===== src/rtl/player_ctl_multi.sv =====
// Multi-player platformer motion controller.
// Each player channel owns an x/y position, a vertical speed and a
// GROUND/RISE/FALL state machine, all advanced once per video frame
// on the rising edge of v_tick while the game is enabled.
module player_ctl_multi #(
    parameter int N_PLAYERS = 2,
    parameter int X_MIN     = 0,
    parameter int X_MAX     = 800,
    parameter int P_WIDTH   = 32,
    parameter int Y_FLOOR   = 500,
    parameter int STEP      = 4,
    parameter int JUMP_V    = 12,
    parameter int GRAVITY   = 1,
    parameter int VMAX      = 12,
    parameter int X_START   = 100,
    parameter int X_SPACING = 400
) (
    input  logic                   clk,
    input  logic                   rst,
    input  logic                   v_tick,
    input  logic                   enable,
    input  logic [N_PLAYERS-1:0]   move_left,
    input  logic [N_PLAYERS-1:0]   move_right,
    input  logic [N_PLAYERS-1:0]   jump,
    output logic [12*N_PLAYERS-1:0] xpos,
    output logic [12*N_PLAYERS-1:0] ypos,
    output logic [N_PLAYERS-1:0]   airborne,
    output logic                   frame_done
);

    typedef enum logic [1:0] {GROUND, RISE, FALL} state_t;

    // 13-bit working constants leave one bit of headroom so that
    // x +/- STEP never wraps before it is compared against the bounds.
    localparam logic [12:0] X_LO13    = 13'(X_MIN);
    localparam logic [12:0] X_HI13    = 13'(X_MAX - P_WIDTH);
    localparam logic [12:0] STEP13    = 13'(STEP);
    localparam logic [12:0] Y_FLOOR13 = 13'(Y_FLOOR);
    localparam logic [11:0] Y_FLOOR12 = 12'(Y_FLOOR);
    localparam logic [8:0]  GRAV9     = 9'(GRAVITY);
    localparam logic [8:0]  VMAX9     = 9'(VMAX);
    localparam logic [7:0]  GRAV8     = 8'(GRAVITY);
    localparam logic [7:0]  JUMP8     = 8'(JUMP_V);

    // Horizontal move with saturation at both playfield edges.
    function automatic logic [11:0] step_x(input logic [11:0] x,
                                           input logic l,
                                           input logic r);
        logic [12:0] xw;
        xw = {1'b0, x};
        if (l && !r) begin
            if (xw < X_LO13 + STEP13) xw = X_LO13;
            else                      xw = xw - STEP13;
        end else if (r && !l) begin
            if (xw + STEP13 > X_HI13) xw = X_HI13;
            else                      xw = xw + STEP13;
        end
        return xw[11:0];
    endfunction

    // Upward move, saturating at the top of the screen.
    function automatic logic [11:0] rise_y(input logic [11:0] y,
                                           input logic [7:0] spd);
        logic [11:0] yw;
        if ({4'b0, spd} > y) yw = '0;
        else                 yw = y - {4'b0, spd};
        return yw;
    endfunction

    // Falling speed: accelerate by GRAVITY, capped at VMAX.
    function automatic logic [7:0] fall_speed(input logic [7:0] spd);
        logic [8:0] s;
        s = {1'b0, spd} + GRAV9;
        if (s > VMAX9) s = VMAX9;
        return s[7:0];
    endfunction

    logic v_tick_d;
    logic tick;
    logic frame_en;

    assign tick     = v_tick & ~v_tick_d;
    assign frame_en = tick & enable;

    // Frame edge detector and frame_done pulse, aligned with the position update.
    always_ff @(posedge clk or posedge rst) begin
        if (rst) begin
            v_tick_d   <= 1'b0;
            frame_done <= 1'b0;
        end else begin
            v_tick_d   <= v_tick;
            frame_done <= frame_en;
        end
    end

    for (genvar i = 0; i < N_PLAYERS; i++) begin : g_player
        localparam logic [11:0] X_RST = 12'(X_START + i * X_SPACING);

        state_t      state, state_nxt;
        logic [11:0] x, x_nxt;
        logic [11:0] y, y_nxt;
        logic [7:0]  speed, speed_nxt;
        logic [7:0]  spd_f;
        logic [12:0] land_sum;

        // Player state register; only advances on an enabled frame.
        always_ff @(posedge clk or posedge rst) begin
            if (rst) begin
                state <= GROUND;
                x     <= X_RST;
                y     <= Y_FLOOR12;
                speed <= '0;
            end else if (frame_en) begin
                state <= state_nxt;
                x     <= x_nxt;
                y     <= y_nxt;
                speed <= speed_nxt;
            end
        end

        // Next-frame position, speed and state for this player.
        always_comb begin
            state_nxt = state;
            y_nxt     = y;
            speed_nxt = speed;
            spd_f     = fall_speed(speed);
            land_sum  = {1'b0, y} + {5'b0, spd_f};
            x_nxt     = step_x(x, move_left[i], move_right[i]);
            case (state)
                GROUND: begin
                    if (jump[i]) begin
                        state_nxt = RISE;
                        speed_nxt = JUMP8;
                    end
                end
                RISE: begin
                    y_nxt = rise_y(y, speed);
                    if (speed <= GRAV8) begin
                        speed_nxt = '0;
                        state_nxt = FALL;
                    end else begin
                        speed_nxt = speed - GRAV8;
                    end
                end
                FALL: begin
                    if (land_sum >= Y_FLOOR13) begin
                        y_nxt     = Y_FLOOR12;
                        speed_nxt = '0;
                        state_nxt = GROUND;
                    end else begin
                        y_nxt     = land_sum[11:0];
                        speed_nxt = spd_f;
                    end
                end
                default: begin
                    state_nxt = GROUND;
                end
            endcase
        end

        assign xpos[12*i +: 12] = x;
        assign ypos[12*i +: 12] = y;
        assign airborne[i]      = (state != GROUND);
    end

endmodule

===== config.mk =====
export PLATFORM = sky130hd
export DESIGN_NAME = player_ctl_multi
export DESIGN_NICKNAME = d
export VERILOG_FILES = /design/src/rtl/player_ctl_multi.sv
export SDC_FILE = /design/constraint.sdc
export NUM_CORES = 1
export LEC_CHECK = 0
export BUFFER_PORTS_ARGS = -buffer_cell sky130_fd_sc_hd__buf_4
export CAP_MARGIN = 20
export CORE_ASPECT_RATIO = 1.5
export CORE_MARGIN = 2
export CORE_UTILIZATION = 41
export DETAILED_ROUTE_END_ITERATION = 12
export PLACE_DENSITY = 0.63
export REMOVE_ABC_BUFFERS = 1
export SYNTH_ARGS = -nofsm -noshare
export SYNTH_HDL_FRONTEND = slang
export SYNTH_SLANG_ARGS = --single-unit

===== constraint.sdc =====
create_clock -name clk -period 4.4 [get_ports clk]
set_clock_uncertainty 0.1 [all_clocks]
set_input_delay 0.22 -clock clk [delete_from_list [all_inputs] [get_ports clk]]
set_output_delay 0.22 -clock clk [all_outputs]
set_load 0.02 [all_outputs]

==> results of run 1 <==
## cell usage in the layout, fill, tap and decap left out, types with 8 or more instances in the layout
cell type  netlist  routed
nor3_1          22      20
ha_1            56      55
clkbuf_16        0       9
dfstp_2         21      21
a21oi_1         46      45
inv_1           50      49
or3_1           11      11
o22ai_1          8       8
o31ai_1         12      12
buf_4            4      58
nand2_1         49      49
xnor2_1         19      18
and2_1          10      10
o21ai_0         56      56
a22oi_1          9       9
o21ai_1         18      18
xor2_1          10      10
nand2b_1        11      11
nor2b_1         13      12
a21o_1          10      10
o21a_1           9       9
conb_1           1      12
dfrtp_1         45      45
nand3_1         23      23
a31oi_1         13      13
nor2_1          70      70
## metrics by stage
step	std cells	setup slack (ps)
2_1_floorplan	756	495
3_3_place_gp	1013	276
3_5_place_dp	1013	175
4_1_cts	1031	142
5_1_grt	1031	-23.2
6_report	1031	301
## cell families (layout without fill, tap and decap cells)
family                   after synthesis  in the layout
AO/OA/AOI/OAI                        261            261
XOR/XNOR                              29             29
adder cells (fa/ha/maj)               61             61
buffers and inverters                 87            128
flip-flops                            66             66
multiplexers                           7              7
other                                  1             12
AND/OR/NAND/NOR                      268            268
## final cells by class
cell class,instances,area [um^2],area share
Multi-Input combinational cell,638,4420,0.606
Sequential cell,66,1680,0.230
Timing Repair Buffer,60,455,0.0625
Clock buffer,13,250,0.0343
Tap cell,199,249,0.0342
Inverter,52,195,0.0268
Clock inverter,3,40.0,0.00550
## sequential cells by signal, indices dropped and copies added, names as in the netlist
name            flops
frame_done          1
g_player.speed     16
g_player.state      4
g_player.x         20
g_player.y         24
v_tick_d            1
## worst max-delay path: cells and delay by family (launching register included)
family                   cells  cell delay (ps)
multiplexers                 1              350
buffers and inverters        1               50
AO/OA/AOI/OAI                5             1030
adder cells (fa/ha/maj)      3              990
flip-flops                   1              470
AND/OR/NAND/NOR              5              990
## per-layer routing
metal | global-route usage | vias to the layer above | wire length (um)
met5 | 0 | - | 0
met4 | 0.0746 | 0 | 376
met3 | 0.0287 | 32 | 484
met2 | 0.409 | 142 | 9450
met1 | 0.228 | 2884 | 6790
li1 | - | 2958 | -
## how the worst max path moves through the flow
stage	end	cells past startpoint	slack (ps)	from
finish	g_player[0].state[0]$_DFFE_PP0P_	15	300	g_player[0].speed[0]$_DFFE_PP0P_
detailed placement	g_player[0].state[0]$_DFFE_PP0P_	15	170	g_player[0].speed[0]$_DFFE_PP0P_
global route	g_player[0].state[0]$_DFFE_PP0P_	15	-20	g_player[0].speed[0]$_DFFE_PP0P_
floorplan	g_player[0].state[0]$_DFFE_PP0P_	15	500	g_player[0].speed[0]$_DFFE_PP0P_
CTS	g_player[0].state[0]$_DFFE_PP0P_	15	140	g_player[0].speed[0]$_DFFE_PP0P_
global placement	g_player[0].state[0]$_DFFE_PP0P_	15	280	g_player[0].speed[0]$_DFFE_PP0P_
## cells in the mapped netlist, types with 9 or more instances
| cell | instances |
|---|---|
| nor2_1 | 70 |
| o31ai_1 | 12 |
| nor2b_1 | 13 |
| clkbuf_1 | 21 |
| dfstp_2 | 21 |
| o21ai_1 | 18 |
| o21a_1 | 9 |
| nand2_1 | 49 |
| o21ai_0 | 56 |
| a31oi_1 | 13 |
| a21oi_1 | 46 |
| a22oi_1 | 9 |
| xnor2_1 | 19 |
| ha_1 | 56 |
| xor2_1 | 10 |
| nand3_1 | 23 |
| or3_1 | 11 |
| inv_1 | 50 |
| dfrtp_1 | 45 |
| nor3_1 | 22 |
| and2_1 | 10 |
| nand2b_1 | 11 |
| a21o_1 | 10 |
## power by group through the flow
stage / Combinational (mW) / Clock [mW] / Sequential, mW
3_5_place_dp: 3.50 / 0 / 1.23
4_1_cts: 3.52 / 0.735 / 1.23
3_3_place_gp: 3.48 / 0 / 1.23
5_1_grt: 3.98 / 0.772 / 1.27
6_report: 3.59 / 0.725 / 1.23
2_1_floorplan: 2.49 / 0 / 1.29
## what timing repair did
action,in CTS,in global routing
endpoints found under the hold margin,21,0
hold buffers,2,0
setup endpoints to repair,0,5
resized for setup,0,9
==> summary.md, run 1 <==
| Metric | Value |
|---|---|
| CTS sink cnt | `66` |
| Post-Synthesis Cells | `780` |
| Maximum fanout along the worst path | `8` |
| R2R cell count | `15` |
| Relative slew slack | `0.375` |
| Warnings from Yosys | `0` |
| Site Rows | `55` |
| Initial antenna violation count | `0` |
| Ant diodes | `0` |
| Leading area contributor after synthesis | `dfrtp_1` |
| Internal | `2.81 mW` |
| Cell with the largest stage delay on the worst path | `dfrtp_1` |
| CTS tree | `done` |
| First-pass GRT wire length | `28.5 mm` |
| Sw frac | `0.494` |
| GR Overflow Total | `0` |
| Drt pass-1 iters | `5` |
| Most area-consuming cells after synthesis | `dfrtp_1 18%, ha_1 11%, dfstp_2 8.7%, o21ai_0 4.4%, nor2_1 4.1%` |
| Pwr Density | `762 mW/mm^2` |
| Largest net degree at the start of global routing | `37` |
| # nets final | `897` |
| Top cell type's share of synthesized area | `0.177` |
| Tmin final | `4100 ps` |
| Comb power frac | `0.647` |
| Layout cells sized above 1 | `0.162` |
| Hold Path Depth | `4` |
| Static leakage | `3.05 nW` |
| Residual DRC | `0` |
| Slowest stage delay, CP | `470 ps` |
| Overall Power | `5.55 mW` |
| Number of synthesized flops with an enable pin | `0` |
| FFs w/ async S/R, synth | `1.00` |
| Vias per cell | `5.84` |
| RR Endpoint | `g_player[0].state[0]$_DFFE_PP0P_` |
| Synth Area in Adders | `0.124` |
| Die ar. | `0.0166 mm^2` |
| Peak supply drop | `0.000374 V` |
| Worst hold endpoint | `g_player[1].state[1]$_DFFE_PP0P_` |
| Post-route cell area | `0.00729 mm^2` |
| DPL Wire Length | `13.0 mm` |
| TritonCTS buffer count | `9` |
| HP Class | `in -> reg` |
| Cell variety after synth | `88` |
| Port Buf Inserts | `56` |
| Avg WL per Cell | `16.6 um` |
| Status | `complete, no violations` |
| Hold Crit Start | `jump[1]` |
| Simple-Gate Fraction of Synth Area | `0.224` |
| Ys flop type | `dfrtp_1` |
| Vias in the first global route | `5881` |
| Post-route ant nets | `0` |
| Reg power frac | `0.222` |
| Die W | `106 um` |
| Drt total wl | `17.1 mm` |
| Clock power share | `0.131` |
| Final design utilization | `0.481` |
| Max Slew Vio Count | `0` |
| CP most frequent cell | `ha_1` |
| Largest family of logic cells by synthesized area | `compound AO/OA/AOI/OAI gates` |
| Post-synthesis compound-gate area fraction | `0.281` |
| Worst-path clk slew | `50 ps` |
| CTS Root Cell | `clkbuf_16` |
| GP Congestion | `0.848` |
| Hold Fails Final Rpt | `0` |
| XOR/XNOR Fraction of Synth Area | `0.0398` |
| Fin Setup TNS | `0 ps` |
| Initial Util | `0.421` |
| Seq/Total Area, Yosys | `0.263` |
| Critical Path RT | `4520 ps` |
| Critical path type | `reg -> reg` |
| IO Pins | `61` |
| Final setup viols | `0` |
| Total Routing Usage GR | `0.210` |
| Worst hold margin | `168 ps` |
| Vias | `6016` |
| H-tree depth | `3` |
| Iter 0 DRT Violations | `275` |
| WP data arrival | `4210 ps` |
| Syn avg cell area | `8.17 um^2` |
| Max Cap Violations | `0` |
| Chip height | `157 um` |
| Clk Latency, worst-skew pair | `340 ps` |
| Synth-to-layout area growth | `14.3%` |
| Fmax achieved | `0.244 GHz` |
| FILL cells | `1544` |
| Crit path cell chain | `ha_1 > maj3_1 > o21ai_0 > a22oi_1 > nor3_2 > and2_1 > inv_1 > ha_1 > nor2b_2 > o31ai_2 > a21boi_0 > nor3b_2 > nand4_4 > a211oi_2 > mux2_1` |
| Core area | `0.0151 mm^2` |
| Synthesized flop and latch total | `66` |
| Post-CTS setup buffer count | `0` |
| Final period util | `0.932` |
| Mux contribution to synthesized area | `0.0116` |
| Placed inst area | `0.00694 mm^2` |
| Startpoint types | `flip-flop` |
| Worst R2R Start | `g_player[0].speed[0]$_DFFE_PP0P_` |
| CTS Buffer Depth | `2` |
| Area of the mapped netlist | `0.00637 mm^2` |
| Psw | `2.74 mW` |
| Worst-Margin Slew | `934 ps` |
| Crit. End Element | `flip-flop` |
| Reg2reg setup slack | `300 ps` |
Power figures use the tool's default switching activity.
==> run 2, diff against run 1 <==
--- a/config.mk
+++ b/config.mk
@@ -5,7 +5,7 @@
 export SDC_FILE = /design/constraint.sdc
 export NUM_CORES = 1
 export LEC_CHECK = 0
-export BUFFER_PORTS_ARGS = -buffer_cell sky130_fd_sc_hd__buf_4
+export BUFFER_PORTS_ARGS = -buffer_cell sky130_fd_sc_hd__buf_2
 export CAP_MARGIN = 20
 export CORE_ASPECT_RATIO = 1.5
 export CORE_MARGIN = 2
==> run 2 against run 1 <==
Via count is 1.1% lower. Routed wire length shrank 1.6%. Non-clock buffer count rose by 1. Worst setup slack worse by 5.2 ps. Hold slack gained 23 ps. Utilization fell by 0.96 points. First-iteration DRC count fell by 11%. Critical path depth unchanged. Critical endpoint unchanged. Highest routed layer unchanged.
==> summary.md, run 2 (synthesized netlist as in run 1, its figures left out) <==
| Metric | Value |
|---|---|
| Vias per cell | `5.77 (-1.1%)` |
| Residual DRC | `0 (unchanged)` |
| Most frequent cells in the layout | `70 x nor2_1, 56 x o21ai_0, 56 x buf_2, 55 x ha_1` |
| Clk Latency, worst-skew pair | `330 ps (about the same)` |
| Drt pass-1 iters | `5 (unchanged)` |
| Port Buf Inserts | `56 (unchanged)` |
| Die ar. | `0.0166 mm^2 (unchanged)` |
| Worst-Margin Slew | `826 ps (-108 ps)` |
| Iter 0 DRT Violations | `244 (-11%)` |
| Layout cells sized above 1 | `0.160 (-0.00240)` |
| Critical Path RT | `4510 ps (about the same)` |
| Maximum fanout along the worst path | `6 (-2)` |
| Post-CTS setup buffer count | `0 (unchanged)` |
| Final period util | `0.933 (+0.00119)` |
| Placed Cells incl. Taps | `1014 (+0.099%)` |
| Drt total wl | `16.8 mm (-1.6%)` |
| First-pass GRT wire length | `28.0 mm (-1.8%)` |
| Cell with the largest stage delay on the worst path | `dfrtp_1` |
| Fin Setup TNS | `0 ps (unchanged)` |
| Critical path type | `reg -> reg` |
| GP Congestion | `0.841 (-0.86%)` |
| Placed inst area | `0.00680 mm^2 (-1.9%)` |
| DPL Wire Length | `12.9 mm (-0.72%)` |
| Relative slew slack | `0.447 (+0.0719)` |
| Static leakage | `3.01 nW (-1.3%)` |
| Dpl ws | `222 ps (+47.0 ps)` |
| Post-route cell area | `0.00714 mm^2 (-2.0%)` |
| Post-route ant nets | `0 (unchanged)` |
| Initial antenna violation count | `0 (unchanged)` |
| Post-Layout Cell Count | `1031 (unchanged)` |
| Avg WL per Cell | `16.3 um (-1.6%)` |
| Overall Power | `5.45 mW (-1.9%)` |
| Final design utilization | `0.472 (-0.00959)` |
| Peak supply drop | `0.000388 V (+3.8%)` |
| CTS tree | `done` |
| GR Overflow Total | `0 (unchanged)` |
| Worst-path clk slew | `50 ps (about the same)` |
| Slowest stage delay, CP | `440 ps (-30 ps)` |
| Biggest register | `g_player.y` |
| Final setup viols | `0 (unchanged)` |
| CTS Root Cell | `clkbuf_16` |
| Largest registers | `g_player.y x24, g_player.x x20, g_player.speed x16` |
| WP data arrival | `4210 ps (about the same)` |
| Crit path cell chain | `ha_1 > maj3_1 > o21ai_0 > a22oi_1 > nor4_1 > ha_2 > inv_1 > fa_1 > xnor2_2 > nor2b_1 > mux2_2 > nor3_2 > nand4_4 > a211oi_2 > mux2_1` |
| Initial Util | `0.421 (unchanged)` |
| Fmax achieved | `0.244 GHz (-0.13%)` |
| Max Cap Violations | `0 (unchanged)` |
| Tmin final | `4100 ps (+5.25 ps)` |
| Total Routing Usage GR | `0.205 (-0.00443)` |
| Commonest non-fill, non-tap cell in the layout | `nor2_1` |
| Synth-to-layout area growth | `12.0%` |
| Status | `complete, no violations` |
| Final setup margin | `296 ps (-5.25 ps)` |
| TritonCTS buffer count | `9 (unchanged)` |
| Core area | `0.0151 mm^2 (unchanged)` |
| Die W | `106 um (unchanged)` |
| H-tree depth | `3 (unchanged)` |
| Vias | `5950 (-1.1%)` |
| Pwr Density | `763 mW/mm^2 (+0.11%)` |
| Ant diodes | `0 (unchanged)` |
| IO Pins | `61 (unchanged)` |
| Max Slew Vio Count | `0 (unchanged)` |
| # nets final | `898 (+0.11%)` |
| Startpoint types | `flip-flop` |
| Largest net degree at the start of global routing | `37 (unchanged)` |
| CTS sink cnt | `66 (unchanged)` |
| Crit. End Element | `flip-flop` |
| Vias in the first global route | `5818 (-1.1%)` |
| Site Rows | `55 (unchanged)` |
| Max reg flops | `24 (unchanged)` |
| FILL cells | `1546 (+0.13%)` |
| Hold Fails Final Rpt | `0 (unchanged)` |
| HP Class | `in -> reg` |
| CTS Buffer Depth | `2 (unchanged)` |
| Chip height | `157 um (unchanged)` |
| Worst hold margin | `191 ps (+22.8 ps)` |
run 2: per-layer routing:
layer  GRT usage  vias up  part of all wire
met5           0        -                 0
met4      0.0733        0             0.022
met3      0.0229       29             0.027
met2       0.398      126              0.55
met1       0.228     2841              0.40
li1            -     2954                 -
run 2: final cells by class:
cell class,instances,area [um^2],share of cell area
Multi-Input combinational cell,638,4410,0.617
Sequential cell,66,1680,0.235
Timing Repair Buffer,61,323,0.0452
Tap cell,199,249,0.0349
Clock buffer,12,246,0.0345
Inverter,52,195,0.0273
Clock inverter,3,42.5,0.00596
run 2: worst paths after layout:
| path | startpoint | end | slack, ps | depth (start not counted) |
|---|---|---|---|---|
| max in group asynchronous | rst | g_player[1].y[8]$_DFFE_PP1P_ | 2810 | 4 |
| worst max register to register | g_player[0].speed[1]$_DFFE_PP0P_ | g_player[0].state[0]$_DFFE_PP0P_ | 300 | 15 |
| worst min register to register | g_player[0].speed[7]$_DFFE_PP0P_ | g_player[0].speed[7]$_DFFE_PP0P_ | 390 | 1 |
| worst min-delay path | jump[1] | g_player[1].state[1]$_DFFE_PP0P_ | 190 | 4 |
| worst max-delay path | g_player[0].speed[1]$_DFFE_PP0P_ | g_player[0].state[0]$_DFFE_PP0P_ | 300 | 15 |
| min in group asynchronous | rst | g_player[0].y[10]$_DFFE_PP0P_ | 440 | 3 |
run 2: where the power goes:
part | switching [mW] | internal [mW] | total [mW] | leakage, nW
clock network | 0.264 | 0.450 | 0.714 | 0.139
registers | 0.362 | 0.860 | 1.22 | 0.802
logic | 2.10 | 1.41 | 3.51 | 2.07
total | 2.73 | 2.72 | 5.45 | 3.01
run 2: what timing repair did:
action | CTS | global route
resized for setup | 0 | 6
hold buffers | 2 | 0
endpoints found under the setup margin | 0 | 4
endpoints found under the hold margin | 21 | 0
run 2: worst max-delay path, delay by kind of cell (launching register included):
family          cells  cell delay [ps]
xor+xnor            1              230
fa+ha+maj           4             1330
flops               1              440
compound gates      3              470
simple gates        4              730
mux                 2              620
buf+inv             1               60
==> run 3, diff against run 2 <==
==> constraint.sdc (replaced) <==
create_clock -name clk -period 5.2 [get_ports clk]
set_clock_uncertainty 0.1 [all_clocks]
set_input_delay 0.26 -clock clk [delete_from_list [all_inputs] [get_ports clk]]
set_output_delay 0.26 -clock clk [all_outputs]
set_load 0.02 [all_outputs]
==> run 3 against run 2 <==
Sequential share of layout area grew 0.11 points. Final cell count is essentially flat. Register-to-register slack gained 710 ps. Maximum frequency shrank 2.2%. Via count shrank 1.3%. Flip-flop and latch count is the same. Routed wire length shrank 3.2%. Largest power group unchanged.
==> summary.md, run 3 (synthesized netlist as in run 1, its figures left out) <==
| Metric | Value |
|---|---|
| Status | `complete, no violations` |
| CTS Buffer Depth | `2 (unchanged)` |
| Max Used Layer | `met4` |
| RR Endpoint | `g_player[0].state[0]$_DFFE_PP0P_` |
| Vias per cell | `5.70 (-1.2%)` |
| Die W | `106 um (unchanged)` |
| Largest registers | `g_player.y x24, g_player.x x20, g_player.speed x16` |
| Worst R2R Start | `g_player[0].speed[0]$_DFFE_PP0P_` |
| Vias | `5875 (-1.3%)` |
| Ant diodes | `0 (unchanged)` |
| Total Routing Usage GR | `0.200 (-0.00528)` |
| Maximum fanout along the worst path | `8 (+2)` |
| Initial Util | `0.421 (unchanged)` |
| Routed wl met3 | `362 um (-21%)` |
| Worst hold endpoint | `g_player[0].state[1]$_DFFE_PP0P_` |
| Max Cap Violations | `0 (unchanged)` |
| Reg power frac | `0.228 (+0.004)` |
| WL met1 | `6.69 mm (-1.0%)` |
| Final period util | `0.807 (-0.126)` |
| H-tree depth | `3 (unchanged)` |
| RSZ-0062 raised after global routing | `false` |
| Clock power share | `0.137 (+0.006)` |
| Pwr Density | `639 mW/mm^2 (-16%)` |
| Vias in the first global route | `5656 (-2.8%)` |
| Biggest register | `g_player.y` |
| Chip height | `157 um (unchanged)` |
| Slowest stage delay, CP | `460 ps (+20 ps)` |
| Core area | `0.0151 mm^2 (unchanged)` |
| Fmax achieved | `0.238 GHz (-2.2%)` |
| Synth-to-layout area growth | `11.5%` |
| Worst-Margin Slew | `847 ps (+21.3 ps)` |
| Startpoint types | `flip-flop` |
| Iter 0 DRT Violations | `264 (+8.2%)` |
| Drt pass-1 iters | `4 (-1)` |
| # nets final | `896 (-0.22%)` |
| Critical Path RT | `5310 ps (+800 ps)` |
| Max reg flops | `24 (unchanged)` |
| Port Buf Inserts | `56 (unchanged)` |
| Initial antenna violation count | `0 (unchanged)` |
| Reg2reg setup slack | `1000 ps (+710 ps)` |
| Residual DRC | `0 (unchanged)` |
| Most frequent cells in the layout | `70 x nor2_1, 56 x o21ai_0, 56 x ha_1, 56 x buf_2` |
| Final setup margin | `1000 ps (+707 ps)` |
| CTS Root Cell | `clkbuf_16` |
| Fin Setup TNS | `0 ps (unchanged)` |
| Worst-path clk slew | `50 ps (about the same)` |
| TritonCTS buffer count | `9 (unchanged)` |
| Crit path cell chain | `ha_1 > maj3_1 > o21ai_0 > a22oi_1 > nor4_1 > ha_1 > inv_1 > fa_1 > xnor2_1 > nor2b_1 > mux2_2 > nor3_1 > nand4_4 > a211oi_2 > mux2_1` |
| IO Pins | `61 (unchanged)` |
| WP data arrival | `4310 ps (+100 ps)` |
| Final setup viols | `0 (unchanged)` |
| Die ar. | `0.0166 mm^2 (unchanged)` |
| Post-route ant nets | `0 (unchanged)` |
| FILL cells | `1547 (+0.065%)` |
| DPL Wire Length | `12.7 mm (-1.5%)` |
| First-pass GRT wire length | `27.0 mm (-3.5%)` |
| Clk Latency, worst-skew pair | `340 ps (about the same)` |
| Commonest non-fill, non-tap cell in the layout | `nor2_1` |
| CTS sink cnt | `66 (unchanged)` |
| Site Rows | `55 (unchanged)` |
| Layout cells sized above 1 | `0.152 (-0.00823)` |
| Met2 wire len | `8.96 mm (-2.9%)` |
| Static leakage | `3.00 nW (-0.32%)` |
| Largest net degree at the start of global routing | `35 (-5.4%)` |
| Hold Path Depth | `4 (unchanged)` |
| Max Slew Vio Count | `0 (unchanged)` |
| Drt total wl | `16.3 mm (-3.2%)` |
| CTS tree | `done` |
| GR Overflow Total | `0 (unchanged)` |
| Psw | `2.25 mW (-17%)` |
| Avg WL per Cell | `15.8 um (-3.1%)` |
| Hold Crit Start | `jump[0]` |
| Dpl ws | `1020 ps (+795 ps)` |
| CP Launch Point | `g_player[0].speed[0]$_DFFE_PP0P_` |
| CP most frequent cell | `ha_1` |
| Peak supply drop | `0.000293 V (-25%)` |
| Relative slew slack | `0.433 (-0.0142)` |
| Crit. End Element | `flip-flop` |
| HP Class | `in -> reg` |
| Cell with the largest stage delay on the worst path | `dfrtp_1` |
| Post-CTS Resized | `0 (unchanged)` |
| Hold Fails Final Rpt | `0 (unchanged)` |
| Tmin final | `4200 ps (+92.9 ps)` |
| Internal | `2.29 mW (-16%)` |
| R2R cell count | `15 (unchanged)` |
| Comb power frac | `0.635 (-0.009)` |
| Sw frac | `0.496 (-0.00431)` |
| GP Congestion | `0.870 (+3.5%)` |
| Critical path type | `reg -> reg` |
run 3: worst max-delay path: cells and delay by family, from the launching register on:
kind	cells	cell delay (ps)
compound gates	3	450
xor+xnor	1	280
fa+ha+maj	4	1330
buf+inv	1	70
flops	1	460
mux	2	600
simple gates	4	790
run 3: routing by layer:
metal  global-route usage  vias up
met1                0.224     2817
met2                0.388       89
met5                    0        -
met4               0.0733        0
li1                     -     2953
met3               0.0196       16
run 3: per-stage QoR:
step / utilization / std cells / area (um^2) / hold WS, ps / power (mW)
floorplan: - / 756 / 6250 / 191 / 3.21
global placement: 0.448 / 1012 / 6790 / 288 / 3.91
detailed placement: 0.448 / 1012 / 6790 / 296 / 3.92
CTS: 0.470 / 1030 / 7110 / 209 / 4.56
global route: 0.470 / 1030 / 7110 / 264 / 4.95
finish: 0.470 / 1030 / 7110 / 218 / 4.54
run 3: power by group through the flow:
stage	logic (mW)	clock network, mW	registers (mW)
detailed placement	2.87	0	1.04
finish	2.89	0.623	1.03
global route	3.21	0.657	1.08
floorplan	2.11	0	1.10
CTS	2.89	0.633	1.04
global placement	2.87	0	1.04
run 3: repair_timing:
| item | CTS | global route |
|---|---|---|
| hold buffers | 2 | 0 |
| hold endpoints to repair | 23 | 0 |
| buffers inserted | 0 | 0 |
run 3: layout make-up:
cell class / count / area (um^2) / area share
multi-input combinational: 638 / 4380 / 0.616
clock inverter: 3 / 40.0 / 0.00563
inverter: 52 / 195 / 0.0275
clock buffer: 13 / 260 / 0.0366
tap: 199 / 249 / 0.0350
timing repair buffer: 59 / 308 / 0.0433
sequential: 66 / 1680 / 0.236
run 3: worst max path at each step:
stage	end	slack [ps]	cells after the start
after floorplan	g_player[0].state[0]$_DFFE_PP0P_	1300	15
after global placement	g_player[0].state[0]$_DFFE_PP0P_	1070	15
after detailed placement	g_player[0].state[0]$_DFFE_PP0P_	1020	15
after CTS	g_player[0].state[0]$_DFFE_PP0P_	990	15
after global routing	g_player[0].state[0]$_DFFE_PP0P_	650	15
final	g_player[0].state[0]$_DFFE_PP0P_	1000	15
